## src/rtl/tetris_pkg.sv

```systemverilog
// Shared encodings for the piece RAM writer: operation modes, FSM states,
// offset packing and cell count.
package tetris_pkg;

  localparam int OFF_W     = 2;
  localparam int NUM_CELLS = 4;
  localparam int OFFS_W    = OFF_W * NUM_CELLS;
  localparam int CELL_IW   = $clog2(NUM_CELLS);

  typedef enum logic [1:0] {
    MODE_WRITE = 2'b00,
    MODE_ERASE = 2'b01,
    MODE_CHECK = 2'b10
  } piece_mode_e;

  typedef enum logic [2:0] {
    S_IDLE,
    S_ADDR,
    S_ACT,
    S_NEXT,
    S_DONE
  } piece_state_e;

  // Encoding 2'b11 is treated as CHECK.
  function automatic logic mode_is_check(input logic [1:0] m);
    return (m != MODE_WRITE) && (m != MODE_ERASE);
  endfunction

  function automatic logic [OFF_W-1:0] cell_off(input logic [OFFS_W-1:0] offs,
                                                input logic [CELL_IW-1:0] idx);
    return offs[{idx, 1'b0} +: OFF_W];
  endfunction

endpackage

```

## src/rtl/piece_cell_addr.sv

```systemverilog
// Combinational anchor+offset to linear board address. Range flag is only
// computed when PIECE_RAM_BOUNDS_CHECK_EN is defined, otherwise tied low.
module piece_cell_addr
  import tetris_pkg::*;
#(
  parameter int BOARD_W = 10,
  parameter int BOARD_H = 24,
  parameter int XW      = 4,
  parameter int YW      = 5,
  parameter int ADDR_W  = 8
) (
  input  logic [XW-1:0]     x_anc,
  input  logic [YW-1:0]     y_anc,
  input  logic [OFF_W-1:0]  x_off,
  input  logic [OFF_W-1:0]  y_off,
  output logic [ADDR_W-1:0] addr,
  output logic              oob
);

  logic [XW:0] x;
  logic [YW:0] y;

  // One extra bit so anchor+offset never wraps before the range check.
  always_comb begin
    x    = {1'b0, x_anc} + (XW+1)'(x_off);
    y    = {1'b0, y_anc} + (YW+1)'(y_off);
    addr = ADDR_W'(int'(y) * BOARD_W + int'(x));
`ifdef PIECE_RAM_BOUNDS_CHECK_EN
    oob  = (int'(x) >= BOARD_W) || (int'(y) >= BOARD_H);
`else
    oob  = 1'b0;
`endif
  end

endmodule

```

## src/rtl/piece_ram_writer.sv

```systemverilog
// Writes, erases or collision-checks a 4-cell piece against a board RAM.
// Optional range check on cell coordinates: PIECE_RAM_BOUNDS_CHECK_EN.
module piece_ram_writer
  import tetris_pkg::*;
#(
  parameter  int BOARD_W = 10,
  parameter  int BOARD_H = 24,
  parameter  int DATA_W  = 6,
  localparam int XW      = $clog2(BOARD_W),
  localparam int YW      = $clog2(BOARD_H),
  localparam int ADDR_W  = $clog2(BOARD_W * BOARD_H)
) (
  input  logic              clk,
  input  logic              reset,
  input  logic              start,
  input  logic [1:0]        mode,
  input  logic [XW-1:0]     x_anc,
  input  logic [YW-1:0]     y_anc,
  input  logic [OFFS_W-1:0] x_offsets,
  input  logic [OFFS_W-1:0] y_offsets,
  input  logic [DATA_W-1:0] cell_data,
  output logic [ADDR_W-1:0] ram_addr,
  output logic [DATA_W-1:0] ram_wdata,
  output logic              ram_wren,
  input  logic [DATA_W-1:0] ram_rdata,
  output logic              busy,
  output logic              done,
  output logic              collision,
  output logic              oob
);

  piece_state_e        state_q;
  logic [1:0]          mode_q;
  logic [XW-1:0]       xa_q;
  logic [YW-1:0]       ya_q;
  logic [OFFS_W-1:0]   xo_q, yo_q;
  logic [CELL_IW-1:0]  cell_q;
  logic                cell_oob_q;
  logic [ADDR_W-1:0]   ram_addr_q;
  logic [DATA_W-1:0]   ram_wdata_q;
  logic                ram_wren_q, busy_q, done_q, collision_q, oob_q;

  logic [XW-1:0]       sel_xa;
  logic [YW-1:0]       sel_ya;
  logic [OFFS_W-1:0]   sel_xo, sel_yo;
  logic [CELL_IW-1:0]  sel_idx;
  logic [ADDR_W-1:0]   cell_addr;
  logic                cell_oob;

  // Address is registered on entry to ADDR, so cell 0 comes straight from
  // the ports while later cells come from the latched request.
  always_comb begin
    sel_xa  = xa_q;
    sel_ya  = ya_q;
    sel_xo  = xo_q;
    sel_yo  = yo_q;
    sel_idx = cell_q + CELL_IW'(1);
    if (state_q == S_IDLE) begin
      sel_xa  = x_anc;
      sel_ya  = y_anc;
      sel_xo  = x_offsets;
      sel_yo  = y_offsets;
      sel_idx = '0;
    end
  end

  piece_cell_addr #(
    .BOARD_W (BOARD_W),
    .BOARD_H (BOARD_H),
    .XW      (XW),
    .YW      (YW),
    .ADDR_W  (ADDR_W)
  ) u_addr (
    .x_anc (sel_xa),
    .y_anc (sel_ya),
    .x_off (cell_off(sel_xo, sel_idx)),
    .y_off (cell_off(sel_yo, sel_idx)),
    .addr  (cell_addr),
    .oob   (cell_oob)
  );

  always_ff @(posedge clk) begin
    if (reset) begin
      state_q     <= S_IDLE;
      mode_q      <= '0;
      xa_q        <= '0;
      ya_q        <= '0;
      xo_q        <= '0;
      yo_q        <= '0;
      cell_q      <= '0;
      cell_oob_q  <= 1'b0;
      ram_addr_q  <= '0;
      ram_wdata_q <= '0;
      ram_wren_q  <= 1'b0;
      busy_q      <= 1'b0;
      done_q      <= 1'b0;
      collision_q <= 1'b0;
      oob_q       <= 1'b0;
    end else begin
      case (state_q)
        S_IDLE: begin
          if (start) begin
            mode_q      <= mode;
            xa_q        <= x_anc;
            ya_q        <= y_anc;
            xo_q        <= x_offsets;
            yo_q        <= y_offsets;
            cell_q      <= '0;
            cell_oob_q  <= cell_oob;
            ram_addr_q  <= cell_addr;
            ram_wdata_q <= (mode == MODE_WRITE) ? cell_data : '0;
            collision_q <= 1'b0;
            oob_q       <= 1'b0;
            busy_q      <= 1'b1;
            state_q     <= S_ADDR;
          end
        end
        S_ADDR: begin
          ram_wren_q <= !mode_is_check(mode_q) && !cell_oob_q;
          state_q    <= S_ACT;
        end
        S_ACT: begin
          ram_wren_q <= 1'b0;
          state_q    <= S_NEXT;
        end
        S_NEXT: begin
          // Read data for this cell has been valid since the ACT cycle.
          if (mode_is_check(mode_q))
            collision_q <= collision_q | (ram_rdata != '0) | cell_oob_q;
          oob_q <= oob_q | cell_oob_q;
          if (cell_q == CELL_IW'(NUM_CELLS - 1)) begin
            done_q  <= 1'b1;
            state_q <= S_DONE;
          end else begin
            cell_q     <= cell_q + CELL_IW'(1);
            cell_oob_q <= cell_oob;
            ram_addr_q <= cell_addr;
            state_q    <= S_ADDR;
          end
        end
        S_DONE: begin
          done_q  <= 1'b0;
          busy_q  <= 1'b0;
          state_q <= S_IDLE;
        end
        default: state_q <= S_IDLE;
      endcase
    end
  end

  assign ram_addr  = ram_addr_q;
  assign ram_wdata = ram_wdata_q;
  assign ram_wren  = ram_wren_q;
  assign busy      = busy_q;
  assign done      = done_q;
  assign collision = collision_q;
  assign oob       = oob_q;

endmodule

```

## config.mk

```make
export PLATFORM = sky130hd
export DESIGN_NAME = piece_ram_writer
export DESIGN_NICKNAME = d
export VERILOG_FILES = /design/src/rtl/tetris_pkg.sv /design/src/rtl/piece_cell_addr.sv /design/src/rtl/piece_ram_writer.sv
export SDC_FILE = /design/constraint.sdc
export NUM_CORES = 1
export LEC_CHECK = 0
export ABC_AREA = 1
export CORE_MARGIN = 2
export CORE_UTILIZATION = 54
export DETAILED_ROUTE_END_ITERATION = 7
export MAX_ROUTING_LAYER = met4
export PLACE_DENSITY_LB_ADDON = 0.3
export SYNTH_ARGS = -nofsm -noshare
export SYNTH_HDL_FRONTEND = slang
export SYNTH_SLANG_ARGS = --single-unit
export TNS_END_PERCENT = 30
```

## constraint.sdc

```tcl
create_clock -name clk -period 5.73 [get_ports clk]
set_clock_uncertainty 0.2 [all_clocks]
set_input_delay 1.146 -clock clk [delete_from_list [all_inputs] [get_ports clk]]
set_output_delay 1.146 -clock clk [all_outputs]
set_load 0.01 [all_outputs]
```

==> run_summary.xml, run 1 <==
<?xml version="1.0" encoding="UTF-8"?>
<metrics>
  <group name="run_status">
    <metric name="status" unit="">finished clean</metric>
  </group>
  <group name="layout">
    <metric name="final_area" unit="um^2">3410</metric>
    <metric name="antennaDiodeCount" unit="">0</metric>
    <metric name="layout_commonest_cell" unit="">clkdlybuf4s50_1</metric>
    <metric name="layout-area-overhead-vs-synth" unit="%">25.8</metric>
    <metric name="nNetsFinal" unit="">480</metric>
    <metric name="post_route_cells_drive_above_1_share" unit="%">5.73</metric>
    <metric name="final.fill_count" unit="">400</metric>
    <metric name="mostFrequentLayoutCells" unit="">clkdlybuf4s50_1 (60), nand2_1 (56), dfxtp_1 (50), inv_1 (42), nor2_1 (42)</metric>
  </group>
  <group name="die">
    <metric name="start_util" unit="%">56.7</metric>
    <metric name="num_io_pins" unit="">61</metric>
    <metric name="die_w" unit="um">74.9</metric>
    <metric name="coreArea" unit="um^2">4790</metric>
    <metric name="num_rows" unit="">25</metric>
    <metric name="die_area" unit="um^2">5610</metric>
    <metric name="floorplan.die.height" unit="um">74.9</metric>
  </group>
  <group name="synthesis">
    <metric name="synthXorXnorAreaFrac" unit="%">2.86</metric>
    <metric name="synth.cell_area" unit="um^2">2710</metric>
    <metric name="primary_ff_master_synth" unit="">dfxtp_1</metric>
    <metric name="synth_top_family_by_area" unit="">simple AND/OR/NAND/NOR gates</metric>
    <metric name="netlist-cell-type-count" unit="">35</metric>
    <metric name="syn-instance-count" unit="">366</metric>
    <metric name="yosys-mux-area-fraction" unit="%">0</metric>
    <metric name="synth_compound_gate_area_share" unit="%">18.1</metric>
    <metric name="post_synth_and_or_nand_nor_area_fraction" unit="%">22.5</metric>
    <metric name="ys_seq_area_share" unit="%">36.9</metric>
    <metric name="area_contributors_post_synth" unit="">dfxtp_1 (37%), nand2_1 (7.7%), ha_1 (7.4%), o21ai_0 (7.2%), a21oi_1 (5.9%)</metric>
    <metric name="yosys_warnings" unit="">0</metric>
    <metric name="number_of_flip_flops_and_latches_in_the_synthesized_netlist" unit="">50</metric>
    <metric name="synth_adder_area_share" unit="%">10.3</metric>
    <metric name="synth_top_cell_area_share" unit="%">36.9</metric>
    <metric name="top_cell_type_by_total_area_after_synthesis" unit="">dfxtp_1</metric>
    <metric name="asyncSetResetFlopFracSynth" unit="%">0</metric>
    <metric name="synth_edf_count" unit="">0</metric>
    <metric name="mappedNetlistNets" unit="">428</metric>
    <metric name="avgSynthCellArea" unit="um^2">7.41</metric>
  </group>
  <group name="pwr">
    <metric name="power.ir.vdd_worst" unit="mV">0.157</metric>
    <metric name="power.total" unit="mW">1.17</metric>
    <metric name="power_density" unit="nW/um^2">343</metric>
    <metric name="p_leak" unit="nW">1.45</metric>
  </group>
  <group name="place">
    <metric name="detailed_place_hpwl" unit="um">4430</metric>
    <metric name="pre_cts_ws" unit="ns">0.641</metric>
    <metric name="gp_routability_congestion" unit="">0.822</metric>
    <metric name="postPlaceCellArea" unit="um^2">3320</metric>
    <metric name="portBuffers" unit="">60</metric>
  </group>
  <group name="sta">
    <metric name="hold_violations" unit="">0</metric>
    <metric name="layout_worst_path_cycle_share" unit="%">83.2</metric>
    <metric name="final_max_slew_violation_count" unit="">0</metric>
    <metric name="max_clock_freq" unit="GHz">0.210</metric>
    <metric name="timing.slew.headroom" unit="%">44.4</metric>
    <metric name="setup_ws" unit="ns">0.964</metric>
    <metric name="fin_crit" unit="ns">4.77</metric>
    <metric name="rsz0062_at_grt" unit="">no</metric>
    <metric name="setup-tns-final" unit="ns">0</metric>
    <metric name="setup_viol_count_final" unit="">0</metric>
    <metric name="max_slew.worst_pin.slew" unit="ns">0.833</metric>
  </group>
  <group name="clocking">
    <metric name="cts.reportedPaths.clkPinSlew" unit="ns">0.09</metric>
    <metric name="cts_inserted_buffers" unit="">5</metric>
    <metric name="cts.hold.buffers_added" unit="">0</metric>
    <metric name="cts_tree" unit="">yes</metric>
    <metric name="clockBufferDepth" unit="">2</metric>
    <metric name="clock_sink_count" unit="">50</metric>
    <metric name="cts_resized" unit="">0</metric>
    <metric name="clock_tree.htree_level_count" unit="">2</metric>
    <metric name="worstSkewPairLatency" unit="ns">0.30</metric>
    <metric name="cts_root_buffer" unit="">clkbuf_8</metric>
    <metric name="post-cts-setup-buffers" unit="">0</metric>
  </group>
  <group name="setup_path">
    <metric name="timing.setup.critical_path_class" unit="">input port to flop</metric>
    <metric name="reg2regPathDepth" unit="">23</metric>
    <metric name="endpoint_of_the_lowest_slack_register_to_register_path" unit="">ram_addr[7]$_SDFFE_PP0P_</metric>
    <metric name="timing.critical_path.required" unit="ns">5.72</metric>
    <metric name="critical_path_arrival" unit="ns">4.76</metric>
    <metric name="crit-reg2reg-launch" unit="">state_q[0]$_SDFFE_PP0P_</metric>
    <metric name="r2r_slack" unit="ns">0.98</metric>
    <metric name="crit_path_start_kind" unit="">input port</metric>
    <metric name="crit_path_end_kind" unit="">flop</metric>
    <metric name="crit_path_max_fanout" unit="">4</metric>
  </group>
  <group name="routing">
    <metric name="routed_wirelength" unit="um">6110</metric>
    <metric name="drtPass1Iterations" unit="">4</metric>
    <metric name="post_drt_wl_per_cell" unit="um">12.6</metric>
    <metric name="viasPerCell" unit="">5.25</metric>
    <metric name="detail_route.iter0.violations" unit="">102</metric>
    <metric name="num_vias" unit="">2553</metric>
    <metric name="drt_drc_violations_left" unit="">0</metric>
    <metric name="detail-route-antenna-nets" unit="">0</metric>
  </group>
  <group name="hold_path">
    <metric name="worst_hold_startpoint" unit="">oob$_SDFFE_PP0P_</metric>
    <metric name="whs_endpoint" unit="">oob$_SDFFE_PP0P_</metric>
    <metric name="hold_path.class" unit="">flop to flop</metric>
    <metric name="hold_depth" unit="">2</metric>
  </group>
  <group name="global_route">
    <metric name="vias_in_the_first_global_route" unit="">2435</metric>
    <metric name="grt_first_pass_wirelength" unit="um">10400</metric>
    <metric name="largest_net_degree_at_the_start_of_global_routing" unit="">45</metric>
    <metric name="globalRouteTotalUtil" unit="%">24.7</metric>
    <metric name="initial_antenna_violation_count" unit="">0</metric>
    <metric name="grt_overflow_total" unit="">0</metric>
  </group>
  <group name="run">
    <metric name="max_cap_viol_count" unit="">0</metric>
  </group>
</metrics>
[stage by stage]
| stage | hold slack [ns] | utilization [%] | instances |
|---|---|---|---|
| 4_1_cts | 0.264 | 71.3 | 486 |
| 3_5_place_dp | 0.245 | 69.4 | 478 |
| 3_3_place_gp | 0.243 | 69.4 | 478 |
| 5_1_grt | 0.285 | 71.3 | 486 |
| 6_report | 0.260 | 71.3 | 486 |
| 2_1_floorplan | 0.225 | - | 366 |
[synthesized netlist by cell type, types with 2 or more instances]
master and count:
nor2_1 42, a211oi_1 4, dfxtp_1 50, ha_1 16, o221ai_1 4, o21ai_2 2
nand2_2 2, buf_6 2, nor3_1 2, nor2_4 2, a21oi_1 32, xnor2_1 3
fa_1 4, buf_2 6, nand3_1 23, o21ai_0 39, clkbuf_1 6, o21ai_1 7
xor2_1 4, inv_1 42, nand2_1 56, inv_2 5
[power breakdown]
part / internal [mW] / switching [mW]
Clock: 0.0974 / 0.123
Sequential: 0.389 / 0.0200
Combinational: 0.233 / 0.307
Total: 0.719 / 0.451
[worst max-delay path, stage by stage]
cell,delay (ns)
clkdlybuf4s50_1,0.47
o221ai_1,0.13
o21ai_0,0.37
ha_1,0.31
nand2_1,0.08
inv_1,0.03
o21ai_0,0.26
xor2_1,0.26
ha_1,0.27
ha_1,0.23
fa_1,0.40
nand2_1,0.07
inv_1,0.03
nor2_1,0.18
nand3_1,0.16
xnor2_1,0.18
nand2_1,0.06
nand2_1,0.06
a21oi_1,0.05
[state kept, by name, summed over array words and instances (netlist names)]
register and count:
done 1, mode_q 1, busy 1, xa_q 4, oob 1, xo_q 8, state_q 3, collision 1
ya_q 5, ram_addr 8, yo_q 8, ram_wdata 6, ram_wren 1, cell_q 2
[final cells by class]
type                       count  area, um^2  area share [%]
clock inverter                 2        12.5           0.366
multi-input combinational    254        1460            42.7
tap                           67        83.8            2.46
clock buffer                   6        82.6            2.42
timing repair buffer          60         601            17.6
inverter                      47         176            5.17
sequential                    50        1000            29.3
[layer usage]
layer / track usage [%] / routed length, um / vias to the layer above
met4: 9.33 / 87 / 0
met5: - / 0 / -
met3: 4.15 / 309 / 10
met1: 30.4 / 2670 / 1171
li1: - / - / 1307
met2: 40.5 / 3040 / 65
[how the worst max path moves through the flow]
stage	start	to	slack [ns]
4_1_cts	y_offsets[1]	ram_addr[7]$_SDFFE_PP0P_	0.97
2_1_floorplan	y_offsets[1]	ram_addr[7]$_SDFFE_PP0P_	1.54
5_1_grt	state_q[0]$_SDFFE_PP0P_	ram_addr[7]$_SDFFE_PP0P_	0.51
3_5_place_dp	y_offsets[1]	ram_addr[7]$_SDFFE_PP0P_	0.64
6_report	y_offsets[1]	ram_addr[7]$_SDFFE_PP0P_	0.96
3_3_place_gp	y_offsets[1]	ram_addr[7]$_SDFFE_PP0P_	0.87
[cells by family after synthesis]
kind of cell | count (synthesis)
AOI/OAI and AO/OA | 90
xor gates and xnor gates | 8
adders and majority gates | 20
buffers and inverters | 62
DFF | 50
and+or+nand+nor | 136
No activity file was read; power rests on OpenSTA's default activity.
==> inputs of run 2 (changes only) <==
--- a/config.mk
+++ b/config.mk
@@ -7,7 +7,7 @@
 export LEC_CHECK = 0
 export ABC_AREA = 1
 export CORE_MARGIN = 2
-export CORE_UTILIZATION = 54
+export CORE_UTILIZATION = 50
 export DETAILED_ROUTE_END_ITERATION = 7
 export MAX_ROUTING_LAYER = met4
 export PLACE_DENSITY_LB_ADDON = 0.3
==> constraint.sdc (replaced) <==
create_clock -name clk -period 4.6 [get_ports clk]
set_clock_uncertainty 0.2 [all_clocks]
set_input_delay 0.92 -clock clk [delete_from_list [all_inputs] [get_ports clk]]
set_output_delay 0.92 -clock clk [all_outputs]
set_load 0.01 [all_outputs]
==> run_summary.xml, run 2 (synthesis gave the netlist of run 1 again) <==
<?xml version="1.0" encoding="UTF-8"?>
<metrics>
  <group name="setup_path">
    <metric name="path_common_cell" unit="">nand2_1</metric>
    <metric name="critical-path-max-stage-delay" unit="ns">0.48</metric>
    <metric name="crit_path_max_fanout" unit="">3</metric>
    <metric name="crit_path_end_kind" unit="">flop</metric>
    <metric name="reg2regPathDepth" unit="">24</metric>
    <metric name="timing.critical_path.required" unit="ns">4.58</metric>
    <metric name="path_cells" unit="">clkdlybuf4s50_1 &gt; o221ai_1 &gt; o21ai_0 &gt; buf_4 &gt; ha_1 &gt; nand2_1 &gt; inv_1 &gt; o21ai_1 &gt; xor2_1 &gt; ha_1 &gt; ha_1 &gt; ha_1 &gt; a21oi_1 &gt; nand2_1 &gt; nand3_1 &gt; nand3_1 &gt; nand2_1 &gt; nand2_1 &gt; nand2_1 &gt; a21oi_1</metric>
    <metric name="timing.setup.critical_path_class" unit="">input port to flop</metric>
    <metric name="crit-reg2reg-launch" unit="">state_q[2]$_SDFFE_PP0P_</metric>
    <metric name="crit_path_start_kind" unit="">input port</metric>
    <metric name="worst_setup_path_startpoint" unit="">y_offsets[1]</metric>
    <metric name="slowest_stage" unit="">clkdlybuf4s50_1</metric>
    <metric name="critical_path_arrival" unit="ns">4.22</metric>
  </group>
  <group name="die">
    <metric name="die_area" unit="um^2">6030</metric>
    <metric name="num_io_pins" unit="">61</metric>
    <metric name="die_w" unit="um">77.7</metric>
    <metric name="floorplan.die.height" unit="um">77.7</metric>
    <metric name="num_rows" unit="">26</metric>
    <metric name="coreArea" unit="um^2">5170</metric>
    <metric name="start_util" unit="%">52.5</metric>
  </group>
  <group name="clocking">
    <metric name="cts.reportedPaths.clkPinSlew" unit="ns">0.08</metric>
    <metric name="cts.hold.buffers_added" unit="">0</metric>
    <metric name="worstSkewPairLatency" unit="ns">0.30</metric>
    <metric name="clock_sink_count" unit="">50</metric>
    <metric name="clockBufferDepth" unit="">2</metric>
    <metric name="clock_tree.htree_level_count" unit="">2</metric>
    <metric name="cts_root_buffer" unit="">clkbuf_8</metric>
    <metric name="cts_tree" unit="">yes</metric>
    <metric name="cts_inserted_buffers" unit="">5</metric>
  </group>
  <group name="sta">
    <metric name="final_max_slew_violation_count" unit="">0</metric>
    <metric name="fin_crit" unit="ns">4.24</metric>
    <metric name="max_clock_freq" unit="GHz">0.236</metric>
    <metric name="max_slew.worst_pin.slew" unit="ns">0.847</metric>
    <metric name="hold_violations" unit="">0</metric>
    <metric name="rsz0062_at_grt" unit="">no</metric>
    <metric name="setup-tns-final" unit="ns">0</metric>
    <metric name="timing.slew.headroom" unit="%">43.5</metric>
    <metric name="setup_viol_count_final" unit="">0</metric>
    <metric name="layout_worst_path_cycle_share" unit="%">92.3</metric>
  </group>
  <group name="place">
    <metric name="detailed_place_hpwl" unit="um">4520</metric>
    <metric name="gp_routability_congestion" unit="">0.792</metric>
    <metric name="placed_cells_incl_taps" unit="">486</metric>
    <metric name="portBuffers" unit="">60</metric>
  </group>
  <group name="pwr">
    <metric name="power.total" unit="mW">1.47</metric>
    <metric name="p_leak" unit="nW">1.47</metric>
    <metric name="power_density" unit="nW/um^2">426</metric>
    <metric name="power.ir.vdd_worst" unit="mV">0.242</metric>
  </group>
  <group name="run_status">
    <metric name="status" unit="">finished clean</metric>
  </group>
  <group name="hold_path">
    <metric name="hold_path.class" unit="">flop to flop</metric>
    <metric name="worst_hold_startpoint" unit="">ya_q[4]$_SDFFE_PP0P_</metric>
    <metric name="hold_depth" unit="">2</metric>
  </group>
  <group name="routing">
    <metric name="routed_wirelength" unit="um">6160</metric>
    <metric name="detail_route.iter0.violations" unit="">98</metric>
    <metric name="num_vias" unit="">2528</metric>
    <metric name="post_drt_wl_per_cell" unit="um">12.5</metric>
    <metric name="viasPerCell" unit="">5.13</metric>
    <metric name="detail-route-antenna-nets" unit="">0</metric>
    <metric name="drtPass1Iterations" unit="">4</metric>
    <metric name="drt_drc_violations_left" unit="">0</metric>
  </group>
  <group name="layout">
    <metric name="post_layout_nonfiller_instances" unit="">493</metric>
    <metric name="final_core_util" unit="%">66.6</metric>
    <metric name="post_route_cells_drive_above_1_share" unit="%">6.62</metric>
    <metric name="layout_commonest_cell" unit="">clkdlybuf4s50_1</metric>
    <metric name="nNetsFinal" unit="">485</metric>
    <metric name="antennaDiodeCount" unit="">0</metric>
    <metric name="mostFrequentLayoutCells" unit="">clkdlybuf4s50_1 (60), nand2_1 (56), dfxtp_1 (50), inv_1 (42), nor2_1 (42)</metric>
    <metric name="layout-area-overhead-vs-synth" unit="%">26.9</metric>
  </group>
  <group name="global_route">
    <metric name="grt_overflow_total" unit="">0</metric>
    <metric name="globalRouteTotalUtil" unit="%">22.5</metric>
    <metric name="vias_in_the_first_global_route" unit="">2467</metric>
    <metric name="largest_net_degree_at_the_start_of_global_routing" unit="">45</metric>
    <metric name="initial_antenna_violation_count" unit="">0</metric>
    <metric name="grt_first_pass_wirelength" unit="um">10800</metric>
  </group>
  <group name="run">
    <metric name="max_cap_viol_count" unit="">0</metric>
  </group>
</metrics>
-- run 2: timing repair --
item                       4_1_cts  5_1_grt
buffers inserted                 0        0
setup endpoints to repair        0        2
gates resized for setup          0        1
-- run 2: layout make-up --
cell class / count / area (um^2)
Clock buffer: 5 / 68.8
Tap cell: 70 / 87.6
Sequential cell: 50 / 1000
Clock inverter: 2 / 13.8
Fill cell: 454 / 1730
Timing Repair Buffer: 65 / 638
Inverter: 47 / 176
Multi-Input combinational cell: 254 / 1460
-- run 2: worst max-delay path: cells and delay by family --
| kind | cells | cell delay, ns |
|---|---|---|
| fa+ha+maj | 4 | 1.11 |
| compound gates | 5 | 0.75 |
| buf+inv | 3 | 0.67 |
| simple gates | 7 | 0.55 |
| xor+xnor | 1 | 0.23 |
-- run 2: routing by layer --
metal,global-route usage [%],up-vias,routed length (um),share of wire [%]
li1,-,1318,-,-
met1,26.1,1138,2660,43
met2,40.1,63,3130,51
met3,4.19,9,294,4.8
met4,5.54,0,76,1.2
met5,-,-,0,0
-- run 2: through the flow --
step | setup slack (ns) | hold WS (ns) | area, um^2
after CTS | 0.291 | 0.262 | 3440
final | 0.356 | 0.256 | 3440
after detailed placement | -0.0194 | 0.248 | 3360
after global routing | 0.0169 | 0.285 | 3440
after global placement | 0.0841 | 0.243 | 3360
after floorplan | 0.634 | 0.225 | 2710
-- run 2: path summary, 6_finish.rpt --
kind	endpoint	slack [ns]
max	ram_addr[7]$_SDFFE_PP0P_	0.36
min	ya_q[4]$_SDFFE_PP0P_	0.26
max reg2reg	ram_addr[7]$_SDFFE_PP0P_	0.44
min reg2reg	ya_q[4]$_SDFFE_PP0P_	0.26
-- run 2: power by group --
| part | leakage [nW] | internal (mW) | total [mW] | switching, mW |
|---|---|---|---|---|
| Clock | 0.0444 | 0.105 | 0.249 | 0.143 |
| Combinational | 1.01 | 0.321 | 0.705 | 0.385 |
| Sequential | 0.412 | 0.485 | 0.511 | 0.0264 |
==> inputs of run 3 (changes only) <==
--- a/config.mk
+++ b/config.mk
@@ -9,6 +9,7 @@
 export CORE_MARGIN = 2
 export CORE_UTILIZATION = 50
 export DETAILED_ROUTE_END_ITERATION = 7
+export GPL_TIMING_DRIVEN = 0
 export MAX_ROUTING_LAYER = met4
 export PLACE_DENSITY_LB_ADDON = 0.3
 export SYNTH_ARGS = -nofsm -noshare
==> run_summary.xml, run 3 (synthesis gave the netlist of run 1 again) <==
<?xml version="1.0" encoding="UTF-8"?>
<metrics>
  <group name="clocking">
    <metric name="cts_inserted_buffers" unit="">5</metric>
    <metric name="clock_sink_count" unit="">50</metric>
    <metric name="cts_root_buffer" unit="">clkbuf_8</metric>
    <metric name="worstSkewPairLatency" unit="ns">0.30</metric>
    <metric name="clock_tree.htree_level_count" unit="">2</metric>
    <metric name="cts.hold.buffers_added" unit="">0</metric>
    <metric name="cts_tree" unit="">yes</metric>
    <metric name="clockBufferDepth" unit="">2</metric>
    <metric name="cts.reportedPaths.clkPinSlew" unit="ns">0.09</metric>
  </group>
  <group name="sta">
    <metric name="hold_violations" unit="">0</metric>
    <metric name="layout_worst_path_cycle_share" unit="%">92.7</metric>
    <metric name="setup-tns-final" unit="ns">0</metric>
    <metric name="timing.slew.headroom" unit="%">66.5</metric>
    <metric name="max_clock_freq" unit="GHz">0.235</metric>
    <metric name="worst_case_hold_slack" unit="ns">0.259</metric>
    <metric name="fin_crit" unit="ns">4.26</metric>
    <metric name="max_slew.worst_pin.slew" unit="ns">0.503</metric>
    <metric name="final_max_slew_violation_count" unit="">0</metric>
    <metric name="setup_viol_count_final" unit="">0</metric>
  </group>
  <group name="global_route">
    <metric name="gr-usage-met3" unit="%">4.19</metric>
    <metric name="globalRouteTotalUtil" unit="%">23.3</metric>
    <metric name="grt-busiest-layer" unit="">met2</metric>
    <metric name="largest_net_degree_at_the_start_of_global_routing" unit="">16</metric>
    <metric name="gr-usage-met2" unit="%">40.0</metric>
    <metric name="grt_overflow_total" unit="">0</metric>
    <metric name="grt_first_pass_wirelength" unit="um">11000</metric>
    <metric name="vias_in_the_first_global_route" unit="">2501</metric>
    <metric name="initial_antenna_violation_count" unit="">0</metric>
    <metric name="groute.layer.met1.usage" unit="%">28.0</metric>
  </group>
  <group name="routing">
    <metric name="num_vias" unit="">2608</metric>
    <metric name="post_drt_wl_per_cell" unit="um">13.0</metric>
    <metric name="viasPerCell" unit="">5.20</metric>
    <metric name="detail_route.iter0.violations" unit="">168</metric>
    <metric name="routed_wirelength" unit="um">6510</metric>
    <metric name="drtPass1Iterations" unit="">6</metric>
    <metric name="drt_drc_violations_left" unit="">0</metric>
    <metric name="detail-route-antenna-nets" unit="">0</metric>
  </group>
  <group name="place">
    <metric name="postPlaceCellArea" unit="um^2">3390</metric>
    <metric name="gp_routability_congestion" unit="">0.875</metric>
    <metric name="portBuffers" unit="">59</metric>
    <metric name="detailed_place_hpwl" unit="um">4920</metric>
  </group>
  <group name="setup_path">
    <metric name="crit-reg2reg-launch" unit="">state_q[1]$_SDFFE_PP0P_</metric>
    <metric name="critical-path-max-stage-delay" unit="ns">0.44</metric>
    <metric name="crit_path_start_kind" unit="">flop</metric>
    <metric name="path_common_cell" unit="">nand2_1</metric>
    <metric name="timing.critical_path.required" unit="ns">4.60</metric>
    <metric name="worst_setup_path_startpoint" unit="">state_q[1]$_SDFFE_PP0P_</metric>
    <metric name="crit_path_end_kind" unit="">flop</metric>
    <metric name="crit_path_max_fanout" unit="">8</metric>
    <metric name="timing.setup.critical_path_class" unit="">flop to flop</metric>
    <metric name="path_cells" unit="">nor2_4 &gt; nand2_4 &gt; inv_2 &gt; nor2_1 &gt; inv_1 &gt; o221ai_1 &gt; o21ai_0 &gt; ha_1 &gt; fa_1 &gt; nand3_1 &gt; nor2_2 &gt; nand2_1 &gt; nand2_2 &gt; ha_1 &gt; fa_1 &gt; nand2_1 &gt; inv_1 &gt; nor2_2 &gt; nand3_1 &gt; xnor2_1 &gt; nand2_1 &gt; nand2_1 &gt; a21oi_1</metric>
    <metric name="slowest_stage" unit="">fa_1</metric>
    <metric name="critical_path_arrival" unit="ns">4.26</metric>
  </group>
  <group name="die">
    <metric name="coreArea" unit="um^2">5170</metric>
    <metric name="floorplan.die.height" unit="um">77.7</metric>
    <metric name="num_rows" unit="">26</metric>
    <metric name="num_io_pins" unit="">61</metric>
    <metric name="die_w" unit="um">77.7</metric>
    <metric name="die_area" unit="um^2">6030</metric>
    <metric name="start_util" unit="%">52.5</metric>
  </group>
  <group name="pwr">
    <metric name="p_leak" unit="nW">1.49</metric>
    <metric name="power.ir.vdd_worst" unit="mV">0.201</metric>
    <metric name="power_density" unit="nW/um^2">419</metric>
  </group>
  <group name="layout">
    <metric name="antennaDiodeCount" unit="">0</metric>
    <metric name="post_route_cells_drive_above_1_share" unit="%">7.87</metric>
    <metric name="layout_commonest_cell" unit="">clkdlybuf4s50_1</metric>
    <metric name="final.fill_count" unit="">464</metric>
    <metric name="final_area" unit="um^2">3480</metric>
    <metric name="layout-area-overhead-vs-synth" unit="%">28.3</metric>
    <metric name="mostFrequentLayoutCells" unit="">clkdlybuf4s50_1 (59), nand2_1 (56), dfxtp_1 (49), inv_1 (42), nor2_1 (41)</metric>
    <metric name="nNetsFinal" unit="">494</metric>
  </group>
  <group name="hold_path">
    <metric name="worst_hold_startpoint" unit="">oob$_SDFFE_PP0P_</metric>
    <metric name="hold_path.class" unit="">flop to flop</metric>
  </group>
  <group name="run">
    <metric name="max_cap_viol_count" unit="">0</metric>
  </group>
  <group name="run_status">
    <metric name="status" unit="">finished clean</metric>
  </group>
</metrics>
-- run 3: cell types whose count changed in the layout (fill, tap and decap cells not counted), sizes merged --
cell,before,now
buf,5,9
clkbuf,5,11
clkdlybuf4s50,60,59
-- run 3: layer usage --
metal  routed length [um]  vias up
li1                     -     1332
met1                 2840     1197
met2                 3190       72
met3                  397        7
met4                   74        0
met5                    0        -
-- run 3: repair_timing --
item / CTS / global route
endpoints found under the setup margin: 0 / 3
resized for setup: 0 / 5
setup buffers: 0 / 0
hold endpoints to repair: 0 / 0
-- run 3: power by group --
group	switching, mW	internal, mW
Combinational	0.391	0.303
Sequential	0.0259	0.485
Clock	0.149	0.105
Total	0.566	0.894
-- run 3: final timing paths --
| check | slack, ns | to | cells after the start |
|---|---|---|---|
| setup / recovery | 0.34 | ram_addr[7]$_SDFFE_PP0P_ | 23 |
| hold / removal | 0.26 | oob$_SDFFE_PP0P_ | 2 |
| setup reg to reg | 0.34 | ram_addr[7]$_SDFFE_PP0P_ | 23 |
| hold reg to reg | 0.26 | oob$_SDFFE_PP0P_ | 2 |
-- run 3: per-stage QoR --
step | std cells | setup WS (ns) | power, mW | utilization [%]
2_1_floorplan | 366 | 0.634 | 1.01 | -
3_3_place_gp | 495 | -0.207 | 1.18 | 65.6
3_5_place_dp | 495 | -0.312 | 1.20 | 65.6
4_1_cts | 502 | 0.000752 | 1.46 | 67.2
5_1_grt | 502 | -0.0224 | 1.59 | 67.3
6_report | 502 | 0.337 | 1.46 | 67.3
-- run 3: layout make-up --
| cell class | instances | area (um^2) | area share, % |
|---|---|---|---|
| Clock inverter | 2 | 13.8 | 0.395 |
| Tap cell | 70 | 87.6 | 2.52 |
| Multi-Input combinational cell | 254 | 1460 | 42.0 |
| Clock buffer | 5 | 68.8 | 1.98 |
| Sequential cell | 50 | 1000 | 28.8 |
| Buffer | 15 | 78.8 | 2.26 |
| Timing Repair Buffer | 59 | 591 | 17.0 |
| Inverter | 47 | 176 | 5.07 |
-- run 3: critical path: cells and delay by family (launching register included) --
kind	cells	cell delay, ns
DFF	1	0.43
buffers and inverters	3	0.27
xor gates and xnor gates	1	0.17
adders and majority gates	4	1.48
AOI/OAI and AO/OA	3	0.46
and+or+nand+nor	12	1.16
